### config.mk
export PLATFORM = sky130hd
export DESIGN_NAME = dlfloat_mac_sched
export DESIGN_NICKNAME = d
export VERILOG_FILES = /design/src/rtl/dlfloat_pkg.sv /design/src/rtl/dlfloat_rr_arb.sv /design/src/rtl/dlfloat_mac_sched.sv
export SDC_FILE = /design/constraint.sdc
export NUM_CORES = 1
export LEC_CHECK = 0
export CAP_MARGIN = 20
export CORE_ASPECT_RATIO = 1.5
export CORE_UTILIZATION = 28
export CTS_BUF_LIST = sky130_fd_sc_hd__clkbuf_8 sky130_fd_sc_hd__clkbuf_16
export CTS_CLUSTER_SIZE = 12
export DETAILED_ROUTE_END_ITERATION = 12
export SYNTH_ARGS = -nofsm -noshare
export SYNTH_HDL_FRONTEND = slang
export SYNTH_SLANG_ARGS = --single-unit
### constraint.sdc
create_clock -name clk -period 2.8 [get_ports clk]
set_input_delay 0.84 -clock clk [delete_from_list [all_inputs] [get_ports clk]]
set_output_delay 0.84 -clock clk [all_outputs]
set_load 0.02 [all_outputs]
### src/rtl/dlfloat_pkg.sv
// rtl/dlfloat_pkg.sv - shared DLFloat16 constants and MAC scheduler state type
package dlfloat_pkg;

    localparam int DLF_W = 16;
    localparam logic [DLF_W-1:0] DLF_ZERO = 16'h0000;
    localparam logic [DLF_W-1:0] DLF_NAN  = 16'hFFFF;

    typedef enum logic [2:0] {
        IDLE,
        CLR,
        RUN,
        DRAIN,
        DONE
    } sched_state_t;

endpackage

### src/rtl/dlfloat_rr_arb.sv
// rtl/dlfloat_rr_arb.sv - combinational round-robin pick of the next requester after last
module dlfloat_rr_arb
    import dlfloat_pkg::*;
#(
    parameter int NREQ = 2,
    parameter int IW   = $clog2(NREQ)
) (
    input  logic [NREQ-1:0] req,
    input  logic [IW-1:0]   last,
    output logic [NREQ-1:0] gnt,
    output logic [IW-1:0]   idx,
    output logic            any
);

    logic [IW-1:0] cand;

    // Scan from the farthest candidate to the nearest so the nearest hit after last wins.
    always_comb begin
        gnt  = '0;
        idx  = '0;
        any  = 1'b0;
        cand = '0;
        for (int off = NREQ; off >= 1; off--) begin
            cand = IW'((int'(last) + off) % NREQ);
            if (req[cand]) begin
                gnt       = '0;
                gnt[cand] = 1'b1;
                idx       = cand;
                any       = 1'b1;
            end
        end
    end

endmodule

### src/rtl/dlfloat_mac_sched.sv
// rtl/dlfloat_mac_sched.sv - round-robin dot-product job scheduler for a shared DLFloat16 MAC (watchdog: DLMAC_SCHED_TIMEOUT_EN)
module dlfloat_mac_sched
    import dlfloat_pkg::*;
#(
    parameter int NREQ    = 2,
    parameter int LEN_W   = 8,
    parameter int MAC_LAT = 2,
    parameter int TO_W    = 6
) (
    input  logic                     clk,
    input  logic                     rst_n,
    input  logic [NREQ-1:0]          job_req,
    input  logic [NREQ*LEN_W-1:0]    job_len,
    output logic [NREQ-1:0]          grant,
    input  logic [NREQ-1:0]          op_valid,
    input  logic [NREQ*DLF_W-1:0]    op_a,
    input  logic [NREQ*DLF_W-1:0]    op_b,
    output logic [NREQ-1:0]          op_ready,
    output logic [DLF_W-1:0]         mac_a,
    output logic [DLF_W-1:0]         mac_b,
    output logic                     mac_clr,
    input  logic [DLF_W-1:0]         mac_acc,
    output logic                     res_valid,
    input  logic                     res_ready,
    output logic [DLF_W-1:0]         res_data,
    output logic [$clog2(NREQ)-1:0]  res_id,
    output logic                     res_err
);

    localparam int IW    = $clog2(NREQ);
    localparam int LAT_W = $clog2(MAC_LAT + 1);

    sched_state_t     state;
    logic [IW-1:0]    last_idx;
    logic [IW-1:0]    win;
    logic [LEN_W-1:0] len;
    logic [LEN_W-1:0] cnt;
    logic [LAT_W-1:0] lat_cnt;

    logic [NREQ-1:0]  arb_gnt;
    logic [IW-1:0]    arb_idx;
    logic             arb_any;

    logic [LEN_W-1:0] len_lane [NREQ];
    logic [DLF_W-1:0] a_lane   [NREQ];
    logic [DLF_W-1:0] b_lane   [NREQ];

    for (genvar i = 0; i < NREQ; i++) begin : g_lane
        assign len_lane[i] = job_len[i*LEN_W +: LEN_W];
        assign a_lane[i]   = op_a[i*DLF_W +: DLF_W];
        assign b_lane[i]   = op_b[i*DLF_W +: DLF_W];
    end

    dlfloat_rr_arb #(
        .NREQ (NREQ),
        .IW   (IW)
    ) u_arb (
        .req  (job_req),
        .last (last_idx),
        .gnt  (arb_gnt),
        .idx  (arb_idx),
        .any  (arb_any)
    );

`ifdef DLMAC_SCHED_TIMEOUT_EN
    logic [TO_W-1:0] to_cnt;
`else
    logic unused_to_w;
    assign unused_to_w = (TO_W > 0);
`endif

    // Job sequencing: grant, clear, stream pairs, drain the MAC pipeline, hold the result.
    always_ff @(posedge clk or negedge rst_n) begin
        if (!rst_n) begin
            state     <= IDLE;
            last_idx  <= IW'(NREQ - 1);
            win       <= '0;
            len       <= '0;
            cnt       <= '0;
            lat_cnt   <= '0;
            grant     <= '0;
            op_ready  <= '0;
            mac_a     <= DLF_ZERO;
            mac_b     <= DLF_ZERO;
            mac_clr   <= 1'b0;
            res_valid <= 1'b0;
            res_data  <= DLF_ZERO;
            res_id    <= '0;
            res_err   <= 1'b0;
`ifdef DLMAC_SCHED_TIMEOUT_EN
            to_cnt    <= '0;
`endif
        end else begin
            // Idle operand slots feed zeros so the accumulator is left untouched.
            mac_clr <= 1'b0;
            mac_a   <= DLF_ZERO;
            mac_b   <= DLF_ZERO;
            case (state)
                IDLE: begin
                    if (arb_any) begin
                        grant   <= arb_gnt;
                        win     <= arb_idx;
                        len     <= len_lane[arb_idx];
                        mac_clr <= 1'b1;
                        state   <= CLR;
                    end
                end
                CLR: begin
                    cnt     <= '0;
                    lat_cnt <= '0;
`ifdef DLMAC_SCHED_TIMEOUT_EN
                    to_cnt  <= '0;
`endif
                    if (len == '0) begin
                        state <= DRAIN;
                    end else begin
                        op_ready <= grant;
                        state    <= RUN;
                    end
                end
                RUN: begin
                    if (op_valid[win] && op_ready[win]) begin
                        mac_a <= a_lane[win];
                        mac_b <= b_lane[win];
                        cnt   <= cnt + LEN_W'(1);
`ifdef DLMAC_SCHED_TIMEOUT_EN
                        to_cnt <= '0;
`endif
                        if (cnt + LEN_W'(1) == len) begin
                            op_ready <= '0;
                            state    <= DRAIN;
                        end
                    end
`ifdef DLMAC_SCHED_TIMEOUT_EN
                    else if (to_cnt == {TO_W{1'b1}}) begin
                        op_ready  <= '0;
                        res_valid <= 1'b1;
                        res_data  <= DLF_NAN;
                        res_id    <= win;
                        res_err   <= 1'b1;
                        state     <= DONE;
                    end else begin
                        to_cnt <= to_cnt + TO_W'(1);
                    end
`endif
                end
                DRAIN: begin
                    lat_cnt <= lat_cnt + LAT_W'(1);
                    if (lat_cnt == LAT_W'(MAC_LAT - 1)) begin
                        res_valid <= 1'b1;
                        res_data  <= mac_acc;
                        res_id    <= win;
                        res_err   <= 1'b0;
                        state     <= DONE;
                    end
                end
                DONE: begin
                    if (res_ready) begin
                        res_valid <= 1'b0;
                        res_err   <= 1'b0;
                        grant     <= '0;
                        last_idx  <= win;
                        state     <= IDLE;
                    end
                end
                default: state <= IDLE;
            endcase
        end
    end

endmodule

== After elaboration in Yosys (flattened, before gate mapping) ==
Index checks and enable logic that the tools add are counted.

* Logic and storage cells: 112
* Flip-flop bits (word level): 79
* Input bits: 103
* Output and inout port bits: 56

* Bitwise operators: 2
* $add $sub $neg: 4
* Reduce and logical (&&, ||, !) cells: 17
* Equality and inequality tests: 12
* Mux-type cells: 55
* $lt $le $gt $ge: 7

{| class="wikitable"
|+ Operators with widths
! operator !! number
|-
| $mux 16 || 10
|-
| $mux 8 || 4
|-
| $mux 1 || 20
|-
| $pmux 8 s2 || 1
|-
| $mux 3 || 5
|-
| $pmux 3 s5 || 1
|-
| $mux 2 || 7
|-
| $ne 2x2->1 const B || 6
|-
| $pmux 2 s2 || 3
|-
| $add 8x1->8 const B || 1
|-
| $eq 8x8->1 || 1
|-
| $logic_not 8->1 || 1
|-
| $reduce_and 2->1 || 4
|-
| $reduce_bool 2->1 || 4
|-
| $eq 3x2->1 const B || 2
|-
| $lt 1x2->1 const B || 3
|-
| $reduce_and 3->1 || 2
|-
| $reduce_and 5->1 || 1
|-
| $ge 2x2->1 const B || 2
|-
| $not 1->2 || 2
|-
| $pmux 1 s2 || 2
|-
| $reduce_and 4->1 || 1
|-
| $eq 3x1->1 const B || 1
|-
| $eq 3x3->1 const B || 1
|-
| other kinds (7) || 12
|}

== Depth between registers and ports, before layout ==
Gate-level depths: netlist (run 1).

* Word-level depth: 9
* Gate-level depth with buffers: 7
* Gate-level depth less buffers: 6

== Modules after synthesis ==
A second synthesis (run 1) with hierarchy kept.

* Cell total of the unflattened synthesis: 322
* Area, all modules: 3595.9 um^2

{| class="wikitable"
|+ By module, submodules not included
! module !! sequential area each (um^2) !! instances !! area each (um^2) !! cells an instance
|-
| dlfloat_mac_sched || 1953.1 || 1 || 3563.4 || 317
|-
| dlfloat_rr_arb || 0.0 || 1 || 32.5 || 5
|}

== Worst setup path after synthesis (run 1) ==
OpenSTA, ideal clock, no wires.

* Kind: input-to-reg
* From: in op_valid[0]
* To: reg cnt[4]
* Path buffers: 1
* Cell stages on the path: 6
* Data required time: 2.671 ns
* Arrival: 1.777 ns
* Setup time: 0.129 ns
* Slack: 0.894 ns
* Path through: nand4b_1 -> a211o_1 -> buf_2 -> o21a_1 -> o21ai_0 -> o31ai_1

* Cells in the longest elaborated chain, start to end: 5

{| class="wikitable"
|+ RTL lines
! what !! RTL line !! source
|-
| start, declared || dlfloat_mac_sched.sv:15 || <nowiki>input logic [NREQ-1:0] op_valid,</nowiki>
|-
| $mux 1 (implied by the code) (2 in series) || dlfloat_mac_sched.sv:122 || <nowiki>if (op_valid[win] && op_ready[win]) begin</nowiki>
|-
| $logic_and 1x1->1 || dlfloat_mac_sched.sv:122 ||
|-
| $ne 2x2->1 (no line) || n/a ||
|-
| $reduce_and 2->1 (no line) || n/a ||
|-
| end signal, assigned || dlfloat_mac_sched.sv:125 || <nowiki>cnt <= cnt + LEN_W'(1);</nowiki>
|-
| end, declared || dlfloat_mac_sched.sv:37 || <nowiki>logic [LEN_W-1:0] cnt;</nowiki>
|}

Every way passes these cells. The select of a mux whose other input is x is not followed.
A chain may end at the register's enable or synchronous reset.

== Worst setup path in the final report (run 1) ==
* From: reg grant[1]
* To: out grant[1]

{| class="wikitable"
|+ RTL lines
! what !! RTL line !! source
|-
| start, declared || dlfloat_mac_sched.sv:14 || <nowiki>output logic [NREQ-1:0] grant,</nowiki>
|-
| start signal, assigned || dlfloat_mac_sched.sv:101 || <nowiki>grant <= arb_gnt;</nowiki>
|}

No word-level cell between the ends.

==> results.ini, run 1 <==
[timing]
finalSetupViolations=0
rsz0062_at_grt=no
drv_slew=0
finalCriticalPeriod_ps=2270
post-route-period-util_pct=81.0
fin_skew_ps=6.78
tightest_slew_ps=922
maxSlewHeadroom_pct=38.6
hold_viol_final=0
setup_slack_ps=533
setup-tns-final_ps=0
fin_hold_ws_ps=483
timing.fmax_ghz=0.441

[status]
status=complete, no violations

[die]
die_area_mm2=0.0134
die_y_um=141
rows=50
dieWidth_um=94.8
io_pins=159
start_util_pct=28.9
core_mm2=0.0125

[final_layout]
layout-drive-gt1-share_pct=10.6
finish.net_count=583
n_antenna_cell=0
final_common_cell=clkdlybuf4s50_1
final_cell_mix=156 x clkdlybuf4s50_1, 76 x dfrtp_1, 43 x nor2_1
area_delta_synth_final_pct=57.7
fill_cells=1197
multi_input_area_mm2=0.00151
seq_area_mm2=0.00195
fin_util_pct=45.5

[min_path]
min_path_type=reg2reg

[critical_path]
critPathTopFamily=buffers and inverters
r2r_end=res_id
startpoint=grant[1]
path_buf_inv=1
max_stage_delay_ps=650
cp_max_fo=4
cp.arrival_ps=1430
crit_end=grant[1]
r2r_start=lat_cnt[0]
startpoint_type=flip-flop
crit_chain=clkdlybuf4s50_1
required_ps=1960
crit_type=reg2out
endpoint_kind=output pin
ff2ff_setup_slack_ps=850
crit_cells=1
r2r_cells=4
cp_slowest_cell=clkdlybuf4s50_1

[placement]
io_buffers=157
gp_congestion=0.753
dp_slack_ps=213
dp_hpwl_mm=7.17

[yosys]
synth_edf_count=0
synth_warnings=0
postSynthCellCount=322
synth-main-ff-cell=dfrtp_1
synth.avg_cell_area_um2=11.2
synthArstFlopShare_pct=100
yosysSeqAreaShare_pct=54.1
synth_area_leaders=dfrtp_1 53%, mux2i_1 11%, nor2_1 4.5%, o21ai_0 3.6%, mux2_4 3.3%
yosysUniqueCellTypes=49
synth_area_leader_cell=dfrtp_1
ys_ff_latch=78
syn-num-nets=427
yosys.area.top_type_share_pct=53.3
syn-cell-area_mm2=0.00361

[run]
max_cap_viol_count=0

[grt]
overflow=0
grt_pass1_vias=3122
grt_pass1_wl_mm=15.6
grt_use_total_pct=15.3
grt_start_max_net_pins=45
antenna_found_initial=0

[clock_network]
ctsHoldBuffers=0
clockRootBuffer=clkbuf_16
htreeDepth=3
cts_made_buffers=9
cts_tree=yes
cts_resized=0
clk_pin_slew_ps=70
clockBufferDepth=2
cts_setup_buffers=0
clkSinkCount=78
clk_latency_ps=340

[routing]
drtIter0Drc=131
post_drt_wl_per_cell_um=15.0
viasPerCell=4.64
vias=2962
ant_nets=0
drtPass1Iterations=4
drcViolationCount=0
wirelength_mm=9.60

[power_and_ir_drop]
pwr_density_cell_mw_per_mm2=975
p_total_mw=5.56
power_leakage_nw=2.50
irDropWorstVdd_mv=0.376

worst register-to-register path, cell delays in order, from the launching register on:
cell and delay, ps:
dfrtp_1 400, ha_1 200, nand2_1 90, or3_1 720, mux2_2 420
through the flow:
step                instances  cell area (µm²)
global route              639             5700
detailed placement        623             5330
global placement          623             5330
CTS                       639             5700
finish                    639             5700
floorplan                 322             3610
layout make-up:
type                            count  area share [%]
Sequential cell                    78            34.3
Timing Repair Buffer              164            28.7
Multi-Input combinational cell    216            26.5
Clock buffer                        9            3.95
Tap cell                          156            3.43
Clock inverter                      7            2.55
Inverter                            9           0.593
cell families (layout without fill, tap and decap cells):
kind of cell	count (synthesis)	count (layout)	synth area share [%]
multiplexers	58	58	17.5
XOR/XNOR	10	10	2.42
buffers and inverters	28	189	4.15
flip-flops	78	78	54.1
adder cells (fa/ha/maj)	2	2	0.692
AO/OA/AOI/OAI	52	52	9.04
other	1	1	0.104
AND/OR/NAND/NOR	93	93	12.0
state kept, by name (all words and copies together) (netlist names), 2 cells and up:
name / count
mac_a: 16
mac_b: 16
res_data: 16
cnt: 8
len: 8
state: 3
grant: 2
lat_cnt: 2
op_ready: 2
worst min path at each step:
stage               depth (start not counted)  slack, ps         end       start
CTS                                         2        490   res_valid   res_valid
finish                                      2        480   res_valid   res_valid
global route                                2        510   res_valid   res_valid
floorplan                                   2        450  lat_cnt[1]  lat_cnt[1]
global placement                            2        470  lat_cnt[1]  lat_cnt[1]
detailed placement                          2        470   res_valid   res_valid
report_power, final:
part | switching, mW | leakage [nW] | internal [mW]
clock network | 0.483 | 0.176 | 0.966
registers | 0.271 | 1.00 | 1.51
logic | 1.16 | 1.32 | 1.17
total | 1.91 | 2.50 | 3.65
per-layer routing:
metal,wire length [µm],up-vias,GRT usage [%]
li1,-,1434,-
met1,3630,1434,16.7
met2,5170,84,27.0
met3,656,10,5.77
met4,137,0,4.86
met5,0,-,0
cell usage after synthesis (all sizes together) (2+ instances only):
| cell type | number |
|---|---|
| or4 | 3 |
| and3 | 2 |
| mux2i | 40 |
| xor2 | 3 |
| o41ai | 3 |
| a21oi | 2 |
| nand3 | 6 |
| nand4b | 2 |
| o31ai | 6 |
| nand2 | 24 |
| a22oi | 2 |
| o21ai | 27 |
| mux2 | 18 |
| buf | 16 |
| nor4 | 2 |
| nand4 | 2 |
| nor3 | 4 |
| a31oi | 2 |
| inv | 9 |
| nor2 | 43 |
| and2b | 2 |
| dfrtp | 77 |
| ha | 2 |
| clkbuf | 3 |
| xnor2 | 7 |
Note: power is estimated with default switching activity, not from simulation.
==> run 2, diff against run 1 <==
Clock period 2.8 ns to 1.94 ns, I/O delays scaled along.
==> run 2 against run 1 <==
  * Critical path type unchanged
  * Critical endpoint is now res_data[12]
  * Clock power increased by 16%
  * Sequential share of layout area is 0.16 points lower
  * Final area is 0.46% higher
  * Die area unchanged
  * Clock skew shrank 1.3 ps
  * Routed wire length fell by 2.8%
  * Sequential power up 43%
  * Utilization grew 0.21 points
  * Setup slack worse by 470 ps
==> results.ini, run 2 (same netlist as run 1, synthesis figures left out) <==
[routing]
wirelength_mm=9.33
viasPerCell=4.64
wl_met3_um=652
drtPass1Iterations=4
drtIter0Drc=110
ant_nets=0
post_drt_wl_per_cell_um=14.4
met1Wirelength_mm=3.34
drcViolationCount=0
met2WireLength_mm=5.08
top_layer_used=met4
vias=3017

[timing]
finalCriticalPeriod_ps=1880
post-route-period-util_pct=97.0
timing.fmax_ghz=0.531
finalSetupViolations=0
setup-tns-final_ps=0
drv_slew=0
rsz0062_at_grt=no
fin_skew_ps=5.52
hold_viol_final=0
tightest_slew_ps=557
maxSlewHeadroom_pct=62.9

[run]
max_cap_viol_count=0

[critical_path]
critPathTopFamily=buffers and inverters
crit_type=reg2out
r2r_cells=7
r2r_start=cnt[1]
cp_slowest_cell=clkdlybuf4s50_1
startpoint_type=flip-flop
required_ps=1360
cp.arrival_ps=1300
path_buf_inv=1
ff2ff_setup_slack_ps=120
cp_max_fo=2
r2r_end=op_ready[1]
crit_chain=clkdlybuf4s50_1
max_stage_delay_ps=610
endpoint_kind=output pin

[placement]
dpl_cell_area_mm2=0.00540
io_buffers=157
dp_hpwl_mm=7.20
gp_congestion=0.752

[clock_network]
clockBufferDepth=2
clkSinkCount=78
clk_latency_ps=330
cts_tree=yes
cts_made_buffers=9
htreeDepth=3
clk_pin_slew_ps=60
clockRootBuffer=clkbuf_16

[grt]
antenna_found_initial=0
grt_pass1_vias=3104
grt_pass1_wl_mm=15.2
grt_start_max_net_pins=41
overflow=0
grt_use_total_pct=15.0

[status]
status=complete, no violations

[final_layout]
final_common_cell=clkdlybuf4s50_1
area_delta_synth_final_pct=58.4
finish.net_count=594
fin_util_pct=45.8
stdcell_area_mm2=0.00572
n_antenna_cell=0
seq_area_mm2=0.00195
final_cell_mix=150 x clkdlybuf4s50_1, 76 x dfrtp_1, 43 x nor2_1
fill_cells=1179
multi_input_area_mm2=0.00152
reg.largest.list=mac_a x16, mac_b x16, res_data x16
layout-drive-gt1-share_pct=12.8

[min_path]
min_path_type=in2async

[power_and_ir_drop]
irDropWorstVdd_mv=0.528
pwr_density_cell_mw_per_mm2=1330
power_leakage_nw=2.55

[die]
io_pins=159
core_mm2=0.0125
die_area_mm2=0.0134
start_util_pct=28.9
dieWidth_um=94.8
rows=50
die_y_um=141

[run 2: cell count changes in the layout (fill, tap and decap cells not counted), moves of 3 or more]
cell	before	now
bufinv_16	4	1
buf_4	7	18
dlygate4sd2_1	0	3
dlymetal6s2s_1	0	3
clkdlybuf4s50_1	156	150
[run 2: layer usage]
metal,up-vias,global-route usage (%)
met3,14,6.15
met1,1451,16.1
met4,0,6.46
li1,1459,-
met5,-,0
met2,93,25.5
[run 2: metrics by stage]
stage	hold WS (ps)	worst slack, ps	total power, mW	std cells
after CTS	97.5	2.25	7.72	648
after floorplan	286	220	4.55	322
after detailed placement	463	-346	6.02	632
final	106	57.9	7.63	650
after global placement	460	-283	5.96	632
after global routing	109	4.12	8.11	650
[run 2: repair_timing]
action / 4_1_cts / 5_1_grt
hold buffers: 0 / 0
cloned: 0 / 0
resized for setup: 3 / 5
setup endpoints to repair: 3 / 8
buffers inserted: 0 / 2
pin swaps: 0 / 5
[run 2: how the worst max path moves through the flow]
| stage | startpoint | to | slack (ps) | cells past startpoint |
|---|---|---|---|---|
| after global placement | op_valid[0] | op_ready[1] | -280 | 6 |
| after CTS | op_ready[0] | op_ready[0] | 2 | 1 |
| final | res_data[12] | res_data[12] | 60 | 1 |
| after floorplan | cnt[0] | state[0] | 220 | 6 |
| after detailed placement | op_valid[0] | op_ready[0] | -350 | 6 |
| after global routing | res_data[12] | res_data[12] | 4 | 1 |
[run 2: report_power, final]
part	leakage, nW	internal [mW]	switching [mW]
clock network	0.146	1.03	0.651
registers	1.00	2.19	0.361
logic	1.40	1.71	1.69
[run 2: final cells by class]
type | instances | share of cell area [%]
clock buffer | 10 | 4.17
clock inverter | 6 | 1.09
inverter | 9 | 0.590
multi-input combinational | 216 | 26.5
sequential | 78 | 34.1
tap | 156 | 3.41
timing repair buffer | 175 | 30.1
